`src/rtl/linear_proj_if.sv`:
```
// linear_proj_if
//   Bundles the sequencer's control, BRAM-read, matmul and downstream
//   signals so the controller and its environment share one connection.
//
//   master modport (the controller):
//     in : start, mm_ready, mm_done, out_ready
//     out: en_a, en_b, addr_a, addr_b, mm_in_valid, mm_first, mm_last,
//          out_valid, tile_row, tile_col, flag_count, busy, done,
//          protocol_err
//   slave modport: the same signals seen from the environment.
//
//   The width parameters must match the controller's derived widths:
//     ROW_W  = $clog2(ROW_SIZE_MAT_C)+1
//     COL_W  = $clog2(COL_SIZE_MAT_C)+1
//     FLAG_W = $clog2(MAX_FLAG)+1
interface linear_proj_if #(
    parameter int ADDR_WIDTH_A = 4,
    parameter int ADDR_WIDTH_B = 4,
    parameter int ROW_W        = 2,
    parameter int COL_W        = 2,
    parameter int FLAG_W       = 3
);
    logic                    start;
    logic                    mm_ready;
    logic                    mm_done;
    logic                    out_ready;
    logic                    en_a;
    logic                    en_b;
    logic [ADDR_WIDTH_A-1:0] addr_a;
    logic [ADDR_WIDTH_B-1:0] addr_b;
    logic                    mm_in_valid;
    logic                    mm_first;
    logic                    mm_last;
    logic                    out_valid;
    logic [ROW_W-1:0]        tile_row;
    logic [COL_W-1:0]        tile_col;
    logic [FLAG_W-1:0]       flag_count;
    logic                    busy;
    logic                    done;
    logic                    protocol_err;

    modport master (
        input  start, mm_ready, mm_done, out_ready,
        output en_a, en_b, addr_a, addr_b, mm_in_valid, mm_first, mm_last,
               out_valid, tile_row, tile_col, flag_count, busy, done,
               protocol_err
    );

    modport slave (
        output start, mm_ready, mm_done, out_ready,
        input  en_a, en_b, addr_a, addr_b, mm_in_valid, mm_first, mm_last,
               out_valid, tile_row, tile_col, flag_count, busy, done,
               protocol_err
    );
endinterface

```
`src/rtl/linear_proj_ctrl.sv`:
```
// linear_proj_ctrl
//   Sequencer for the linear-projection stage of multi-head attention.
//   Walks the output tiles of C in row-major order; for each tile it streams
//   the A/B block addresses over the inner dimension into the BRAM read
//   ports, tags the first/last beat for the matmul array (one cycle later,
//   aligned with BRAM read data), waits for the tile result and hands it
//   downstream with a valid/ready handshake. done pulses after the last tile.
//
//   Ports:
//     clk    rising-edge clock
//     rst_n  asynchronous active-low reset
//     bus    linear_proj_if.master (start/mm_ready/mm_done/out_ready in;
//            BRAM enables/addresses, beat qualifiers, tile position,
//            flag_count, busy, done, protocol_err out). All outputs are
//            registered.
module linear_proj_ctrl #(
    parameter int ROW_SIZE_MAT_C = 2,
    parameter int COL_SIZE_MAT_C = 2,
    parameter int INNER_BLOCKS   = 3,
    parameter int ADDR_WIDTH_A   = 4,
    parameter int ADDR_WIDTH_B   = 4,
    parameter int MAX_FLAG       = ROW_SIZE_MAT_C * COL_SIZE_MAT_C
) (
    input  logic          clk,
    input  logic          rst_n,
    linear_proj_if.master bus
);
    localparam int ROW_W  = $clog2(ROW_SIZE_MAT_C) + 1;
    localparam int COL_W  = $clog2(COL_SIZE_MAT_C) + 1;
    localparam int FLAG_W = $clog2(MAX_FLAG) + 1;
    localparam int K_W    = $clog2(INNER_BLOCKS) + 1;

    typedef enum logic [2:0] {IDLE, FETCH, WAIT_MM, WRITE, DONE} state_t;

    state_t                  state, state_nxt;
    logic [ROW_W-1:0]        row, row_nxt;
    logic [COL_W-1:0]        col, col_nxt;
    logic [K_W-1:0]          k, k_nxt;
    logic [FLAG_W-1:0]       flag_count, flag_nxt, flag_inc;
    logic                    prot_err, prot_err_nxt;
    logic                    out_valid, out_valid_nxt;
    logic                    done, done_nxt;
    logic                    busy;
    logic                    en_p0, en_p0_nxt;
    logic [ADDR_WIDTH_A-1:0] addr_a_p0, addr_a_p0_nxt;
    logic [ADDR_WIDTH_B-1:0] addr_b_p0, addr_b_p0_nxt;
    logic                    first_p0, first_p0_nxt;
    logic                    last_p0, last_p0_nxt;
    logic                    vld_p1, first_p1, last_p1;

    // Block address = group * INNER_BLOCKS + k; the parameter limits keep it
    // inside the address width, so the caller simply truncates.
    function automatic logic [31:0] blk_index(input logic [31:0] grp,
                                              input logic [31:0] kk);
        return grp * INNER_BLOCKS + kk;
    endfunction

    assign flag_inc = flag_count + FLAG_W'(1);

    always_comb begin
        state_nxt     = state;
        row_nxt       = row;
        col_nxt       = col;
        k_nxt         = k;
        flag_nxt      = flag_count;
        out_valid_nxt = out_valid;
        done_nxt      = 1'b0;
        en_p0_nxt     = 1'b0;
        addr_a_p0_nxt = addr_a_p0;
        addr_b_p0_nxt = addr_b_p0;
        first_p0_nxt  = 1'b0;
        last_p0_nxt   = 1'b0;
        // mm_done is only meaningful while a tile result is awaited.
        prot_err_nxt  = prot_err | (bus.mm_done && (state != WAIT_MM));

        case (state)
            IDLE: begin
                if (bus.start) begin
                    row_nxt      = '0;
                    col_nxt      = '0;
                    k_nxt        = '0;
                    flag_nxt     = '0;
                    prot_err_nxt = bus.mm_done;
                    state_nxt    = FETCH;
                end
            end
            FETCH: begin
                // Addresses only move on an issued beat, so they hold while
                // the matmul back-pressures.
                if (bus.mm_ready) begin
                    en_p0_nxt     = 1'b1;
                    addr_a_p0_nxt = ADDR_WIDTH_A'(blk_index(32'(row), 32'(k)));
                    addr_b_p0_nxt = ADDR_WIDTH_B'(blk_index(32'(col), 32'(k)));
                    first_p0_nxt  = (k == '0);
                    last_p0_nxt   = (k == K_W'(INNER_BLOCKS - 1));
                    if (k == K_W'(INNER_BLOCKS - 1)) begin
                        k_nxt     = '0;
                        state_nxt = WAIT_MM;
                    end else begin
                        k_nxt = k + K_W'(1);
                    end
                end
            end
            WAIT_MM: begin
                if (bus.mm_done) begin
                    out_valid_nxt = 1'b1;
                    state_nxt     = WRITE;
                end
            end
            WRITE: begin
                if (bus.out_ready) begin
                    out_valid_nxt = 1'b0;
                    flag_nxt      = flag_inc;
                    if (col == COL_W'(COL_SIZE_MAT_C - 1)) begin
                        col_nxt = '0;
                        row_nxt = row + ROW_W'(1);
                    end else begin
                        col_nxt = col + COL_W'(1);
                    end
                    if (flag_inc == FLAG_W'(MAX_FLAG)) begin
                        done_nxt  = 1'b1;
                        state_nxt = DONE;
                    end else begin
                        state_nxt = FETCH;
                    end
                end
            end
            DONE: begin
                state_nxt = IDLE;
            end
            default: begin
                state_nxt = IDLE;
            end
        endcase
    end

    // Every register, data included, resets so the whole output set reads 0
    // and no in-flight beat survives a reset.
    always_ff @(posedge clk or negedge rst_n) begin
        if (!rst_n) begin
            state      <= IDLE;
            row        <= '0;
            col        <= '0;
            k          <= '0;
            flag_count <= '0;
            prot_err   <= 1'b0;
            out_valid  <= 1'b0;
            done       <= 1'b0;
            busy       <= 1'b0;
            en_p0      <= 1'b0;
            addr_a_p0  <= '0;
            addr_b_p0  <= '0;
            first_p0   <= 1'b0;
            last_p0    <= 1'b0;
            vld_p1     <= 1'b0;
            first_p1   <= 1'b0;
            last_p1    <= 1'b0;
        end else begin
            state      <= state_nxt;
            row        <= row_nxt;
            col        <= col_nxt;
            k          <= k_nxt;
            flag_count <= flag_nxt;
            prot_err   <= prot_err_nxt;
            out_valid  <= out_valid_nxt;
            done       <= done_nxt;
            busy       <= (state_nxt != IDLE);
            // p0: beat issue to the BRAM read ports
            en_p0      <= en_p0_nxt;
            addr_a_p0  <= addr_a_p0_nxt;
            addr_b_p0  <= addr_b_p0_nxt;
            first_p0   <= first_p0_nxt;
            last_p0    <= last_p0_nxt;
            // p1: qualifiers aligned with the BRAM read data
            vld_p1     <= en_p0;
            first_p1   <= en_p0 & first_p0;
            last_p1    <= en_p0 & last_p0;
        end
    end

    assign bus.en_a         = en_p0;
    assign bus.en_b         = en_p0;
    assign bus.addr_a       = addr_a_p0;
    assign bus.addr_b       = addr_b_p0;
    assign bus.mm_in_valid  = vld_p1;
    assign bus.mm_first     = first_p1;
    assign bus.mm_last      = last_p1;
    assign bus.out_valid    = out_valid;
    assign bus.tile_row     = row;
    assign bus.tile_col     = col;
    assign bus.flag_count   = flag_count;
    assign bus.busy         = busy;
    assign bus.done         = done;
    assign bus.protocol_err = prot_err;
endmodule

```
`src/flat_wrapper.sv`:
```
// flat-port wrapper written by rule: the top's interface ports become plain ports
module linear_proj_ctrl_flat 
#(
    parameter int ROW_SIZE_MAT_C = 2,
    parameter int COL_SIZE_MAT_C = 2,
    parameter int INNER_BLOCKS   = 3,
    parameter int ADDR_WIDTH_A   = 4,
    parameter int ADDR_WIDTH_B   = 4,
    parameter int MAX_FLAG       = ROW_SIZE_MAT_C * COL_SIZE_MAT_C
)
  (clk, rst_n, bus_start, bus_mm_ready, bus_mm_done, bus_out_ready, bus_en_a, bus_en_b, bus_addr_a, bus_addr_b, bus_mm_in_valid, bus_mm_first, bus_mm_last, bus_out_valid, bus_tile_row, bus_tile_col, bus_flag_count, bus_busy, bus_done, bus_protocol_err);
  linear_proj_if #(.ADDR_WIDTH_A(ADDR_WIDTH_A), .ADDR_WIDTH_B(ADDR_WIDTH_B), .ROW_W(2), .COL_W(2), .FLAG_W(3)) bus_i ();
  input  logic clk;
  input  logic rst_n;
  input wire logic [$bits(bus_i.start)-1:0] bus_start;
  input wire logic [$bits(bus_i.mm_ready)-1:0] bus_mm_ready;
  input wire logic [$bits(bus_i.mm_done)-1:0] bus_mm_done;
  input wire logic [$bits(bus_i.out_ready)-1:0] bus_out_ready;
  output wire logic [$bits(bus_i.en_a)-1:0] bus_en_a;
  output wire logic [$bits(bus_i.en_b)-1:0] bus_en_b;
  output wire logic [$bits(bus_i.addr_a)-1:0] bus_addr_a;
  output wire logic [$bits(bus_i.addr_b)-1:0] bus_addr_b;
  output wire logic [$bits(bus_i.mm_in_valid)-1:0] bus_mm_in_valid;
  output wire logic [$bits(bus_i.mm_first)-1:0] bus_mm_first;
  output wire logic [$bits(bus_i.mm_last)-1:0] bus_mm_last;
  output wire logic [$bits(bus_i.out_valid)-1:0] bus_out_valid;
  output wire logic [$bits(bus_i.tile_row)-1:0] bus_tile_row;
  output wire logic [$bits(bus_i.tile_col)-1:0] bus_tile_col;
  output wire logic [$bits(bus_i.flag_count)-1:0] bus_flag_count;
  output wire logic [$bits(bus_i.busy)-1:0] bus_busy;
  output wire logic [$bits(bus_i.done)-1:0] bus_done;
  output wire logic [$bits(bus_i.protocol_err)-1:0] bus_protocol_err;
  assign bus_i.start = bus_start;
  assign bus_i.mm_ready = bus_mm_ready;
  assign bus_i.mm_done = bus_mm_done;
  assign bus_i.out_ready = bus_out_ready;
  assign bus_en_a = bus_i.en_a;
  assign bus_en_b = bus_i.en_b;
  assign bus_addr_a = bus_i.addr_a;
  assign bus_addr_b = bus_i.addr_b;
  assign bus_mm_in_valid = bus_i.mm_in_valid;
  assign bus_mm_first = bus_i.mm_first;
  assign bus_mm_last = bus_i.mm_last;
  assign bus_out_valid = bus_i.out_valid;
  assign bus_tile_row = bus_i.tile_row;
  assign bus_tile_col = bus_i.tile_col;
  assign bus_flag_count = bus_i.flag_count;
  assign bus_busy = bus_i.busy;
  assign bus_done = bus_i.done;
  assign bus_protocol_err = bus_i.protocol_err;
  linear_proj_ctrl #(.ROW_SIZE_MAT_C(ROW_SIZE_MAT_C), .COL_SIZE_MAT_C(COL_SIZE_MAT_C), .INNER_BLOCKS(INNER_BLOCKS), .ADDR_WIDTH_A(ADDR_WIDTH_A), .ADDR_WIDTH_B(ADDR_WIDTH_B), .MAX_FLAG(MAX_FLAG)) u_core (.clk(clk), .rst_n(rst_n), .bus(bus_i));
endmodule
```
`config.mk`:
```
export PLATFORM = sky130hd
export DESIGN_NAME = linear_proj_ctrl_flat
export DESIGN_NICKNAME = d
export VERILOG_FILES = /design/src/rtl/linear_proj_if.sv /design/src/rtl/linear_proj_ctrl.sv /design/src/flat_wrapper.sv
export SDC_FILE = /design/constraint.sdc
export NUM_CORES = 1
export LEC_CHECK = 0
export ABC_AREA = 0
export CAP_MARGIN = 40
export CORE_ASPECT_RATIO = 1.1
export CORE_MARGIN = 3
export CORE_UTILIZATION = 55
export DETAILED_ROUTE_END_ITERATION = 12
export PLACE_DENSITY = 0.92
export SLEW_MARGIN = 5
export SYNTH_ARGS = -nofsm -noshare
export SYNTH_HDL_FRONTEND = slang
export SYNTH_SLANG_ARGS = --single-unit
```
`constraint.sdc`:
```
create_clock -name clk -period 2.9 [get_ports clk]
set_input_delay 0.87 -clock clk [delete_from_list [all_inputs] [get_ports clk]]
set_output_delay 0.87 -clock clk [all_outputs]
set_load 0.02 [all_outputs]
```
-- After elaboration in Yosys (flattened, before gate mapping)
Index checks and enable logic that the tools add are counted.
Widths: inputs -> output; s select.
- add/sub/neg operators: 6
- multipliers: 2
- equal/unequal tests: 12
- muxes and demuxes: 34
- bitwise gates (word level): 3
- reductions and logical operators: 12
- operator list (cell ; number):
    $mux 3 ; 10
    $mux 1 ; 13
    $pmux 3 s2 ; 2
    $pmux 3 s4 ; 1
    $mux 2 ; 5
    $eq 3x2->1 const B ; 3
    $reduce_and 3->1 ; 3
    $add 4x3->4 ; 2
    $mul 2x2->4 const B ; 2
    $ne 2x2->1 const B ; 4
    $pmux 2 s2 ; 2
    $add 3x1->3 const B ; 2
    $logic_not 3->1 ; 2
    $reduce_bool 2->1 ; 3
    $add 2x1->2 const B ; 2
    $reduce_and 4->1 ; 1
    $eq 3x1->1 const B ; 1
    $eq 3x3->1 const B ; 1
    $ne 3x2->1 const B ; 1
    $reduce_bool 3->1 ; 1
    $and 1x1->1 ; 2
    $eq 2x1->1 const B ; 1
    $ne 2x1->1 const B ; 1
    $pmux 1 s2 ; 1
    other kinds (3) ; 3
- bits in registers: 31
- bits of input ports: 6
- word-level logic and storage cells: 86

-- Depth between registers and ports, before layout
Gate-level depths: netlist of the first run.
- word-level depth: 6
- depth in mapped cells: 6

-- Least setup slack after synthesis of the first run
No wires, ideal clock.
- path type: register -> register
- start: reg u_core.row[0] (netlist: u_core.bus.tile_row[0])
- end: reg u_core.addr_a_p0[2] (netlist: u_core.bus.addr_a[2])
- library setup time: 127 ps
- arrival: 1902 ps
- data required time: 2773 ps
- setup slack: 871 ps
- stages on the path, launching flop included: 5
- path buffers: 0
- cell sequence: dfrtp_1 -> fa_1 -> ha_1 -> fa_1 -> mux2_1
- cells in the longest elaborated chain, start to end: 2
- RTL lines (what ; RTL line ; source):
    from (decl) ; linear_proj_ctrl.sv:36 ; logic [ROW_W-1:0] row, row_nxt;
    from (signal assigned) ; linear_proj_ctrl.sv:160 ; row <= row_nxt;
    $mul 2x2->4 ; linear_proj_ctrl.sv:55 ; return grp * INNER_BLOCKS + kk;
    $add 4x3->4 ; linear_proj_ctrl.sv:55 ;
    to (signal assigned) ; linear_proj_ctrl.sv:170 ; addr_a_p0 <= addr_a_p0_nxt;
    to (decl) ; linear_proj_ctrl.sv:45 ; logic [ADDR_WIDTH_A-1:0] addr_a_p0, addr_a_p0_nxt;
Every way passes these cells.
A chain may end at the register's enable or synchronous reset.

-- Worst setup path in the final report of the first run
- start: reg u_core.col[0] (netlist: u_core.bus.tile_col[0])
- end: out bus_tile_col[0]
- RTL lines (what ; RTL line ; source):
    from (decl) ; linear_proj_ctrl.sv:37 ; logic [COL_W-1:0] col, col_nxt;
    from (signal assigned) ; linear_proj_ctrl.sv:161 ; col <= col_nxt;
    to (decl) ; flat_wrapper.sv:28 ; output wire logic [$bits(bus_i.tile_col)-1:0] bus_tile_col;
No word-level cell between the ends.

==> results.md, run 1 <==
- Shortest period the worst path allows: 2.36 ns
- Hold WC Path Type: reg -> reg
- Clk Tree Root Cell: clkbuf_4
- Category of cells accounting for the largest share of critical-path delay: buffers and inverters
- Data required time at the worst endpoint: 2.03 ns
- Number of diodes: 0
- Fraction of final layout cells sized beyond drive strength 1: 13.5%
- Headroom to the max-slew limit: 70.1%
- Cell leakage power: 0.880 nW
- Via count of the first global-routing pass: 1,065
- First-pass GRT wire length: 5.32 mm
- Number of antenna violations at the first check in global routing: 0
- Area growth from synthesis to final layout: 22.4%
- Clock tree from TritonCTS: built
- Clock latency reported for the late side of the worst-skew pair: 0.33 ns
- Endpoint of the most critical setup path: bus_tile_col[0]
- # Max-Cap Violations: 0
- Fraction of registers with async set or reset after synthesis: 100%
- Data arrival time of the worst path: 1.49 ns
- Placement Rows: 19
- Post-route fraction of the period consumed by the critical path: 81.5%
- Setup Buffers After CTS: 0
- Clock tree buffer depth: 2
- GRT Resource Usage Total: 19.4%
- WL final: 2.98 mm
- Die ar.: 3560 um2
- Worst R2R End: u_core.bus.addr_a[2]
- Number of clock buffers inserted by TritonCTS: 5
- HPWL after detailed placement: 2.15 mm
- H-tree level count: 2
- Slowest cell on the critical path: clkdlybuf4s50_1
- Count of cell types in the netlist: 42
- Cell area after synthesis: 1580 um2
- Height of the chip: 62.3 um
- Die Span X: 57.2 um
- Final hold vios: 0
- Timing-limited maximum frequency: 423 MHz
- Outcome: finished clean
- Pin count of the biggest net entering global routing: 32
- Crit path depth: 1
- Largest driver fanout on the critical path: 7
- Synthesized instance count: 124
- Number of buffers and inverters on the critical path: 1
- Endpoint type of the worst setup path: output pin
- Cell-by-cell listing of the critical path: clkdlybuf4s50_1
- Transition at the pin with the smallest max-transition slack: 0.449 ns
- Accumulated negative setup slack: 0 ns
- Yosys warns: 0
- Final Power: 0.00200 W
- Top FF cell, synth: dfrtp_1
- Share of the yosys chip area belonging to registers: 49.0%
- Synth Area per Inst: 12.8 um2
- Starting density of the core: 60.6%
- Worst setup skew after layout: 0.00438 ns
- Number of nets in the synthesized netlist: 145
- Register-to-Register Setup Slack: 0.76 ns
- TritonCTS Sinks: 31
- Max IR drop VDD: 756 uV
- Total congestion overflow after global routing: 0
- Setup CP Type: reg -> out
- Power per Cell Area: 1030 nW/um2
- I/O pin count: 30
- Unrepaired setup endpoints after global routing: false
- Crit path from: u_core.bus.tile_col[0]
- DR WL/cell: 15.9 um
- Detailed-route vias per instance: 5.67
- Number of nets with antenna violations after routing: 0
- Total of flip-flops plus latches after synthesis: 31
- Count of pins over their slew limit: 0
- Number of buffer cells added on primary ports: 29
- Clock slew at the register clock pins of the worst setup and hold paths: 0.09 ns
- Worst Reg-to-Reg Cells: 4
- Count of instances resized after the clock tree is built: 0
- Worst R2R Start: u_core.k[1]
- Number of nets in the layout: 176
- GP Congestion: 0.713
- Number of failing setup endpoints in the final timing report: 0
- Remaining routing DRC violations: 0
- Cts hold-fix bufs: 0
- Via total after detailed routing: 1,060
- Number of detailed-route iterations in the first pass: 4
- Number of synthesized flops with an enable pin: 0
- Placeable core area: 2620 um2
- Category of the worst setup path launch point: flop
- Delay of the slowest cell on the worst path: 0.66 ns
- DRC marker count from the first detailed-route iteration: 22
## power by group
| group | leakage, nW | internal, W | switching, W |
|---|---|---|---|
| Combinational | 0.453 | 0.000483 | 0.000443 |
| Clock | 0.0386 | 0.000143 | 0.000143 |
| Sequential | 0.388 | 0.000589 | 0.000195 |
| Total | 0.880 | 0.00121 | 0.000781 |
## kinds of logic after synthesis
logic type | share of synthesized area [%]
AND/OR/NAND/NOR | 14.4
flip-flops | 49.0
AO/OA/AOI/OAI | 9.48
adder cells (fa/ha/maj) | 13.7
buffers and inverters | 4.82
multiplexers | 6.95
XOR/XNOR | 1.66
## sequential cells by signal (all words and copies together), names as in the netlist, 2 cells and up
signal                 cells
u_core.bus.addr_a          4
u_core.bus.addr_b          4
u_core.bus.flag_count      3
u_core.k                   3
u_core.state               3
u_core.bus.tile_col        2
u_core.bus.tile_row        2
## per-layer routing
metal,vias to the layer above,track usage (%),routed length (um)
met3,2,7.45,119
met5,-,0,0
li1,501,-,-
met2,27,31.7,1610
met1,530,23.9,1230
met4,0,5.22,19
## final cells by class
class / instances / area (um2)
inverter: 5 / 18.8
tap: 31 / 38.8
sequential: 31 / 776
fill: 183 / 676
multi-input combinational: 81 / 732
timing repair buffer: 31 / 305
clock buffer: 8 / 68.8
## worst min-delay path by stage
stage / depth (start not counted) / slack [ns] / from / end
after floorplan: 1 / 0.43 / u_core.first_p0 / u_core.bus.mm_first
after global placement: 0 / 0.41 / u_core.bus.en_a / u_core.bus.mm_in_valid
after detailed placement: 0 / 0.42 / u_core.bus.en_a / u_core.bus.mm_in_valid
after CTS: 0 / 0.45 / u_core.bus.en_a / u_core.bus.mm_in_valid
after global routing: 0 / 0.46 / u_core.bus.en_a / u_core.bus.mm_in_valid
final: 0 / 0.44 / u_core.bus.en_a / u_core.bus.mm_in_valid
## cell usage after synthesis, types with 2 or more instances
cell / number / area [um2]
buf_6: 3 / 33.8
inv_1: 5 / 18.8
dfrtp_1: 31 / 776
nand2_1: 6 / 22.5
ha_1: 11 / 138
and2_1: 2 / 12.5
a21oi_1: 3 / 15.0
mux2_2: 5 / 56.3
nor3_1: 4 / 20.0
xnor2_1: 3 / 26.3
nor2b_1: 3 / 18.8
mux2i_1: 2 / 20.0
o21ai_0: 2 / 10.0
nor2_1: 6 / 22.5
mux2_1: 3 / 33.8
fa_1: 4 / 80.1
buf_4: 2 / 15.0
a22o_1: 3 / 26.3
nand3b_1: 3 / 22.5
## per-stage QoR
stage	setup slack [ns]	utilization, %	instances	hold WS (ns)	cell area (um2)
after floorplan	0.871	-	124	0.428	1580
after global placement	0.555	71.5	179	0.413	1870
after detailed placement	0.513	71.5	179	0.422	1870
after CTS	0.510	74.2	187	0.448	1940
after global routing	0.458	74.2	187	0.461	1940
final	0.537	74.2	187	0.436	1940
## placed cells by master (no fill, tap or decap), drive strengths merged, types with 2 or more instances in the layout
master,netlist,layout
dfrtp,31,31
clkdlybuf4s50,0,29
ha,11,11
mux2,8,8
clkbuf,1,8
nand2,6,6
nor2,6,6
inv,5,5
nor3,5,5
fa,4,4
a21oi,4,4
xnor2,3,3
nor2b,3,3
nand3b,3,3
a22o,3,3
o21ai,3,3
and2,2,2
mux2i,2,2
buf,6,2
a31oi,2,2
(Power assumes the default switching activity.)
==> run 2, diff against run 1 <==
--- a/config.mk
+++ b/config.mk
@@ -9,9 +9,9 @@
 export CAP_MARGIN = 40
 export CORE_ASPECT_RATIO = 1.1
 export CORE_MARGIN = 3
-export CORE_UTILIZATION = 55
+export CORE_UTILIZATION = 51
 export DETAILED_ROUTE_END_ITERATION = 12
-export PLACE_DENSITY = 0.92
+export PLACE_DENSITY = 0.86
 export SLEW_MARGIN = 5
 export SYNTH_ARGS = -nofsm -noshare
 export SYNTH_HDL_FRONTEND = slang
==> constraint.sdc (replaced) <==
create_clock -name clk -period 2.4 [get_ports clk]
set_input_delay 0.72 -clock clk [delete_from_list [all_inputs] [get_ports clk]]
set_output_delay 0.72 -clock clk [all_outputs]
set_load 0.02 [all_outputs]
==> results.md, run 2 (synthesized netlist as in run 1, its figures left out) <==
- Max IR drop VDD: 722 uV (was 756 uV)
- # Max-Cap Violations: 0 (unchanged)
- Placement Rows: 20 (was 19)
- Delay of the slowest cell on the worst path: 0.66 ns (about the same)
- Accumulated negative setup slack: 0 ns (unchanged)
- Leading cell types in the layout, fill and taps excluded: dfrtp_1, clkdlybuf4s50_1, ha_1, nand2_1, nor2_1 (unchanged)
- Setup Buffers After CTS: 0 (unchanged)
- Uppermost metal layer occupied by signal nets: met4 (unchanged)
- GRT Resource Usage Total: 18.2% (was 19.4%)
- Number of detailed-route iterations in the first pass: 4 (unchanged)
- Final worst setup slack: 0.202 ns (was 0.537 ns)
- Clock slew at the register clock pins of the worst setup and hold paths: 0.08 ns (was 0.09 ns)
- DR WL/cell: 15.3 um (was 15.9 um)
- Clock latency reported for the late side of the worst-skew pair: 0.31 ns (was 0.33 ns)
- Total congestion overflow after global routing: 0 (unchanged)
- DR WL met2: 1.51 mm (was 1.61 mm)
- Number of antenna violations at the first check in global routing: 0 (unchanged)
- Category of the worst setup path launch point: flop (unchanged)
- GP Congestion: 0.801 (was 0.713)
- Number of failing setup endpoints in the final timing report: 0 (unchanged)
- Cts hold-fix bufs: 0 (unchanged)
- Met3 wirelength from detailed routing: 93 um (was 119 um)
- Leading cell type in the layout, fill and taps excluded: dfrtp_1 (unchanged)
- Number of clock buffers inserted by TritonCTS: 5 (unchanged)
- Area growth from synthesis to final layout: 22.1% (was 22.4%)
- Detailed-route vias per instance: 5.63 (was 5.67)
- DP Worst Slack: 0.179 ns (was 0.513 ns)
- Transition at the pin with the smallest max-transition slack: 0.445 ns (was 0.449 ns)
- HPWL after detailed placement: 2.09 mm (was 2.15 mm)
- TritonCTS Sinks: 31 (unchanged)
- Endpoint type of the worst setup path: output pin (unchanged)
- Unrepaired setup endpoints after global routing: false (unchanged)
- Total area of multi-input combinational cells: 732 um2 (unchanged)
- Number of diodes: 0 (unchanged)
- Largest driver fanout on the critical path: 7 (unchanged)
- Pin count of the biggest net entering global routing: 32 (unchanged)
- Number of nets in the layout: 177 (was 176)
- Worst setup skew after layout: 0.00851 ns (was 0.00438 ns)
- H-tree level count: 2 (unchanged)
- Data required time at the worst endpoint: 1.68 ns (was 2.03 ns)
- Cell Area, Placed: 1890 um2 (was 1870 um2)
- Power per Cell Area: 1200 nW/um2 (was 1030 nW/um2)
- Post-route fraction of the period consumed by the critical path: 91.6%
- Clock tree from TritonCTS: built (unchanged)
- Via total after detailed routing: 1,059 (was 1,060)
- DRC marker count from the first detailed-route iteration: 21 (was 22)
- Die Span X: 59.1 um (was 57.2 um)
- Count of pins over their slew limit: 0 (unchanged)
- Via count of the first global-routing pass: 1,140 (was 1,065)
- Fraction of final layout cells sized beyond drive strength 1: 12.9% (was 13.5%)
- Category of cells accounting for the largest share of critical-path delay: buffers and inverters (unchanged)
- Height of the chip: 64.5 um (was 62.3 um)
- Count of instances resized after the clock tree is built: 0 (unchanged)
- WL final: 2.89 mm (was 2.98 mm)
- Number of buffers and inverters on the critical path: 1 (unchanged)
- Timing-limited maximum frequency: 455 MHz
- Remaining routing DRC violations: 0 (unchanged)
- First-pass GRT wire length: 5.26 mm (was 5.32 mm)
- Clock tree buffer depth: 2 (unchanged)
- Placeable core area: 2880 um2 (was 2620 um2)
- Die ar.: 3810 um2 (was 3560 um2)
- Hold WC Path Type: reg -> reg (unchanged)
- I/O pin count: 30 (unchanged)
- Headroom to the max-slew limit: 70.3% (was 70.1%)
- Register area: 776 um2 (unchanged)
- Met1 layer wirelength in the final routing: 1.24 mm (was 1.23 mm)
- Final hold vios: 0 (unchanged)
- Number of buffer cells added on primary ports: 29 (unchanged)
- Number of nets with antenna violations after routing: 0 (unchanged)
- Setup CP Type: reg -> out (unchanged)
- Outcome: finished clean (unchanged)
- Cell-by-cell listing of the critical path: clkdlybuf4s50_1 (unchanged)
- Number of fillers in the final layout: 216 (was 183)
- Cell leakage power: 0.874 nW (was 0.880 nW)
- Data arrival time of the worst path: 1.48 ns (was 1.49 ns)
- Final design area excluding fillers: 1930 um2 (was 1940 um2)
- Starting density of the core: 55.0% (was 60.6%)
- Clk Tree Root Cell: clkbuf_4 (unchanged)
- Worst Hold Slack: 0.452 ns (was 0.436 ns)
- Shortest period the worst path allows: 2.20 ns
- Slowest cell on the critical path: clkdlybuf4s50_1 (unchanged)
-- run 2: cell types whose count changed in the layout (fill, tap and decap cells not counted) --
| cell | previous run | this run |
|---|---|---|
| clkbuf_8 | 2 | 0 |
| buf_12 | 0 | 1 |
-- run 2: final cells by class --
class / count / area share (%)
clock buffers: 6 / 2.13
repair buffers: 32 / 16.8
flip-flops and latches: 31 / 40.1
well taps: 33 / 2.13
inverters: 5 / 0.970
multi-input cells: 81 / 37.8
-- run 2: worst paths after layout --
path | slack [ns] | endpoint | start | cells past startpoint
max | 0.20 | bus_tile_col[0] | u_core.bus.tile_col[0] | 1
min | 0.45 | u_core.bus.mm_in_valid | u_core.bus.en_a | 0
max reg2reg | 0.35 | u_core.bus.addr_b[2] | u_core.k[1] | 4
min reg2reg | 0.45 | u_core.bus.mm_in_valid | u_core.bus.en_a | 0
max in group asynchronous | 1.32 | u_core.bus.busy | rst_n | 2
min in group asynchronous | 0.79 | u_core.bus.addr_a[2] | rst_n | 2
-- run 2: power breakdown --
| part | leakage (nW) | internal (W) | total, W | switching [W] |
|---|---|---|---|---|
| logic | 0.462 | 0.000596 | 0.00113 | 0.000530 |
| clock network | 0.0242 | 0.000104 | 0.000256 | 0.000152 |
| registers | 0.388 | 0.000712 | 0.000946 | 0.000235 |
-- run 2: per-layer routing --
| metal | vias to the layer above | global-route usage [%] |
|---|---|---|
| li1 | 502 | - |
| met3 | 5 | 4.38 |
| met4 | 0 | 6.80 |
| met5 | - | 0 |
| met1 | 530 | 22.8 |
| met2 | 22 | 30.1 |
-- run 2: metrics by stage --
stage / power (W) / util [%] / cells
floorplan: 0.00163 / - / 124
global placement: 0.00202 / 65.8 / 182
detailed placement: 0.00210 / 65.8 / 182
CTS: 0.00236 / 67.2 / 188
global route: 0.00251 / 67.2 / 188
finish: 0.00233 / 67.2 / 188
==> variant 1: new RTL, config.mk and constraints of run 2 <==
Reset style: synchronous (`rst_n`), changed in one clocked block. Comments in the files are not updated.
--- a/src/rtl/linear_proj_ctrl.sv
+++ b/src/rtl/linear_proj_ctrl.sv
@@ -136,7 +136,7 @@
 
     // Every register, data included, resets so the whole output set reads 0
     // and no in-flight beat survives a reset.
-    always_ff @(posedge clk or negedge rst_n) begin
+    always_ff @(posedge clk) begin
         if (!rst_n) begin
             state      <= IDLE;
             row        <= '0;
Behaviour: differs if rst_n is asserted again (counterexample within 4 cycles, from zero or initial values and one cycle with rst_n low); with rst_n held inactive, the same outputs for 10 cycles.
==> variant 1 against run 2 <==
- register-to-register slack lost 0.02 ns
- wire length is 11% higher
- synthesized area decreased by 8.4%
- sequential share of layout area is 7.0 points lower
- worst hold slack improved by 0.012 ns
- cell area down 3.0%
- sequential cell count unchanged
- worst setup slack got worse by 0.027 ns
Power is not compared: it rests on default switching activity, and its combinational part moved more than twofold at a synthesized area within 25%.
==> variant 1: results (changes against run 2) <==
Status: complete, no violations
Clock Skew: 0.0163 ns (+0.00783 ns)
Pint: 813 uW
Routability cong.: 0.836 (+4.4%)
Met2 usage: 0.340 (+0.0388)
Commonest cells in the netlist: dfxtp_1 (31), nand2_1 (20), a21oi_1 (14), ha_1 (11), nor2_1 (10)
Pre-CTS setup slack: 0.208 ns (+0.0295 ns)
Worst EP arrival: 1.51 ns (+0.03 ns)
Met3 WL post-DR: 138 um (+48%)
Xor/xnor share of the synthesized area: 0.0241 (+0.00755)
Clock transition at path regs: 0.11 ns (+0.03 ns)
Post-synthesis adder-cell area fraction: 0.150 (+0.0126)
RR Startpoint: u_core.k[1]$_SDFFE_PN0P_
Worst slew pin tran: 0.420 ns (-0.0253 ns)
Setup Buffers After CTS: 0 (unchanged)
Synth area leaders: dfxtp_1 (43%), ha_1 (9.5%), fa_1 (5.5%)
Hpwl dp: 2.35 mm (+13%)
Compound-Gate Fraction of Synth Area: 0.125 (+0.0302)
GR Util met3: 0.0640 (+0.0202)
Crit path from: u_core.bus.tile_col[0]$_SDFFE_PN0P_
Aggregate global-route resource usage: 0.201 (+0.0189)
Vias in the first global route: 1,189 (+4.3%)
Synth Flop Type: dfxtp_1
Synth Net Count: 172 (+19%)
Per-cell routed wire length: 14.6 um (-4.9%)
Multiplexer share of the synthesized area: 0.0155 (-0.0540)
Largest net degree at the start of global routing: 15 (-53%)
Final #Nets: 208 (+18%)
Met1 usage: 0.231 (+0.00371)
Distinct cells, synth: 39 (-7.1%)
Asr flop ratio synth: 0 (-1.00)
Global-route wire length before repair: 5.31 mm (+1.1%)
Share of cells above drive strength 1: 0.106 (-0.0226)
Min-delay src: u_core.bus.addr_a[2]$_SDFFE_PN0P_
Fillers: 198 (-8.3%)
Root Buffer: clkbuf_4
DR vias/cell: 5.56 (-1.3%)
Met2 wire len: 1.58 mm (+4.3%)
variant 1: changes by cell type after synthesis, sizes merged, moves of 3 or more:
cell and delta:
inv -3, a211oi +3, nand2 +14, a21oi +10, nand3 +7, dfxtp +31, a22o -3, nor2b -3
buf -3, dfrtp -31, nor2 +4, mux2 -6
variant 1: through the flow:
step | util | instance area, um^2 | power [uW] | cells
after floorplan | - | 1450 | 595 | 151
after global placement | 0.684 | 1790 | 634 | 211
after detailed placement | 0.684 | 1790 | 637 | 211
after CTS | 0.717 | 1880 | 1070 | 219
after global routing | 0.717 | 1880 | 1100 | 219
final | 0.717 | 1880 | 1060 | 219
variant 1: worst min-delay path: cells and delay by family, from the launching register on:
family	cells	cell delay, ns
AO/OA/AOI/OAI	1	0.05
flip-flops	1	0.33
AND/OR/NAND/NOR	1	0.05
variant 1: logic make-up after synthesis:
| kind of cell | after synthesis |
|---|---|
| adder cells (fa/ha/maj) | 15 |
| AND/OR/NAND/NOR | 60 |
| flip-flops | 31 |
| AO/OA/AOI/OAI | 30 |
| multiplexers | 2 |
| XOR/XNOR | 4 |
| buffers and inverters | 9 |
variant 1: path summary, 6_finish.rpt:
path	to	depth (start not counted)	slack [ns]
max	bus_tile_col[0]	1	0.17
min	u_core.bus.addr_a[2]$_SDFFE_PN0P_	2	0.46
max reg2reg	u_core.bus.addr_b[3]$_SDFFE_PN0P_	5	0.33
min reg2reg	u_core.bus.addr_a[2]$_SDFFE_PN0P_	2	0.46
variant 1: final cells by class:
class / instances / area, um^2 / area share
inverters: 3 / 11.3 / 0.00600
flip-flops and latches: 31 / 621 / 0.331
multi-input cells: 111 / 783 / 0.418
repair buffers: 35 / 335 / 0.179
well taps: 31 / 38.8 / 0.0207
clock inverters: 2 / 35.0 / 0.0187
clock buffers: 6 / 51.3 / 0.0274
==> variant 2: new RTL, settings of run 2 <==
Without the edit above. Take the reset off `addr_b_p0` and load it in a clocked block of its own.
--- a/src/rtl/linear_proj_ctrl.sv
+++ b/src/rtl/linear_proj_ctrl.sv
@@ -149,7 +149,6 @@
             busy       <= 1'b0;
             en_p0      <= 1'b0;
             addr_a_p0  <= '0;
-            addr_b_p0  <= '0;
             first_p0   <= 1'b0;
             last_p0    <= 1'b0;
             vld_p1     <= 1'b0;
@@ -168,7 +167,6 @@
             // p0: beat issue to the BRAM read ports
             en_p0      <= en_p0_nxt;
             addr_a_p0  <= addr_a_p0_nxt;
-            addr_b_p0  <= addr_b_p0_nxt;
             first_p0   <= first_p0_nxt;
             last_p0    <= last_p0_nxt;
             // p1: qualifiers aligned with the BRAM read data
@@ -176,6 +174,10 @@
             first_p1   <= en_p0 & first_p0;
             last_p1    <= en_p0 & last_p0;
         end
+    end
+
+    always_ff @(posedge clk) begin
+        addr_b_p0 <= addr_b_p0_nxt;
     end
 
     assign bus.en_a         = en_p0;
Formal check against the unedited RTL: differs if rst_n is asserted again (counterexample within 4 cycles, from zero or initial values and one cycle with rst_n low); with rst_n held inactive, the same outputs for 10 cycles.
==> variant 2 against run 2 <==
- synthesized area fell by 3.6%
- non-clock buffer count fell by 1
- total power rose by 1.6%
- largest power group unchanged
- cell count rose by 1.6%
- worst setup slack got worse by 0.0041 ns
- highest routed layer unchanged
- cell area fell by 2.4%
- wire length fell by 2.3%
- sequential cell count did not move
==> variant 2: results (changes against run 2) <==
Post-synthesis adder-cell area fraction: 0.143 (+0.00507)
Asr flop ratio synth: 0.871 (-0.129)
Final #Nets: 179 (+1.1%)
Mean post-synth cell area: 12.1 um^2 (-5.1%)
Pint: 1420 uW (+0.65%)
Initial detailed-routing violation count: 42 (+100%)
Clock latency on the worst-skew pair: 0.34 ns (+0.03 ns)
Leak: 0.000866 uW (-0.88%)
Pre-CTS setup slack: 0.155 ns (-0.0231 ns)
Multiplexer share of the synthesized area: 0.0278 (-0.0417)
Register area share after synthesis: 0.521 (+0.0312)
Aggregate global-route resource usage: 0.184 (+0.00199)
Xor/xnor share of the synthesized area: 0.0172 (+0.000611)
Clock Skew: 0.0100 ns (+0.00153 ns)
Routability cong.: 0.819 (+2.3%)
Commonest cells in the netlist: dfrtp_1 (27), nand2_1 (20), ha_1 (11)
Largest net degree at the start of global routing: 28 (-13%)
DR vias/cell: 5.49 (-2.5%)
Placed cell areas: 1830 um^2 (-3.2%)
DRT Wirelength: 2.82 mm (-2.3%)
Per-cell routed wire length: 14.8 um (-3.8%)
Hpwl dp: 2.09 mm (+0.32%)
Status: complete, no violations
Die Width: 58.2 um (-1.6%)
Synth Net Count: 147 (+1.4%)
Distinct cells, synth: 45 (+7.1%)
Max VDD drop: 745 uV (+3.2%)
Global-route wire length before repair: 5.01 mm (-4.7%)
[variant 2: routing by layer]
layer,up-vias,track usage,wire length [um]
li1,504,-,-
met4,0,0.0783,67
met2,33,0.295,1500
met1,505,0.217,1060
met5,-,0,0
met3,7,0.0717,189
[variant 2: power by group through the flow]
stage,Combinational (uW),Clock (uW),Sequential [uW]
floorplan,524,0,1090
global placement,1030,0,971
detailed placement,1100,0,988
CTS,1100,312,977
global route,1200,343,1020
finish,1090,303,976
[variant 2: stage by stage]
stage,hold WS [ns],total power (uW)
final,0.446,2360
after global routing,0.484,2560
after CTS,0.456,2390
after detailed placement,0.435,2090
after global placement,0.413,2000
after floorplan,0.424,1620
[variant 2: worst max path at each step]
stage / start / to / slack, ns
2_1_floorplan: u_core.bus.tile_col[0]$_DFFE_PN0P_ / u_core.bus.addr_b[3]$_DFFE_PP_ / 0.40
3_3_place_gp: bus_out_ready / u_core.bus.flag_count[2]$_DFFE_PN0P_ / 0.22
3_5_place_dp: bus_out_ready / u_core.bus.flag_count[2]$_DFFE_PN0P_ / 0.16
4_1_cts: u_core.bus.tile_col[0]$_DFFE_PN0P_ / bus_tile_col[0] / 0.18
5_1_grt: u_core.bus.tile_col[0]$_DFFE_PN0P_ / bus_tile_col[0] / 0.11
6_report: u_core.bus.tile_col[0]$_DFFE_PN0P_ / bus_tile_col[0] / 0.20
[variant 2: final cells by class]
cell class	instances	area, um^2	area share
sequential	31	796	0.421
multi-input combinational	85	674	0.357
timing repair buffer	31	305	0.162
clock buffer	6	51.3	0.0272
tap	33	41.3	0.0219
inverter	4	15.0	0.00795
clock inverter	1	5.00	0.00265
[variant 2: cells by family (layout without fill, tap and decap cells)]
group | count (synthesis) | count (layout)
AO/OA/AOI/OAI | 17 | 17
XOR/XNOR | 3 | 3
AND/OR/NAND/NOR | 46 | 46
adder cells (fa/ha/maj) | 15 | 15
multiplexers | 4 | 4
flip-flops | 31 | 31
buffers and inverters | 10 | 42
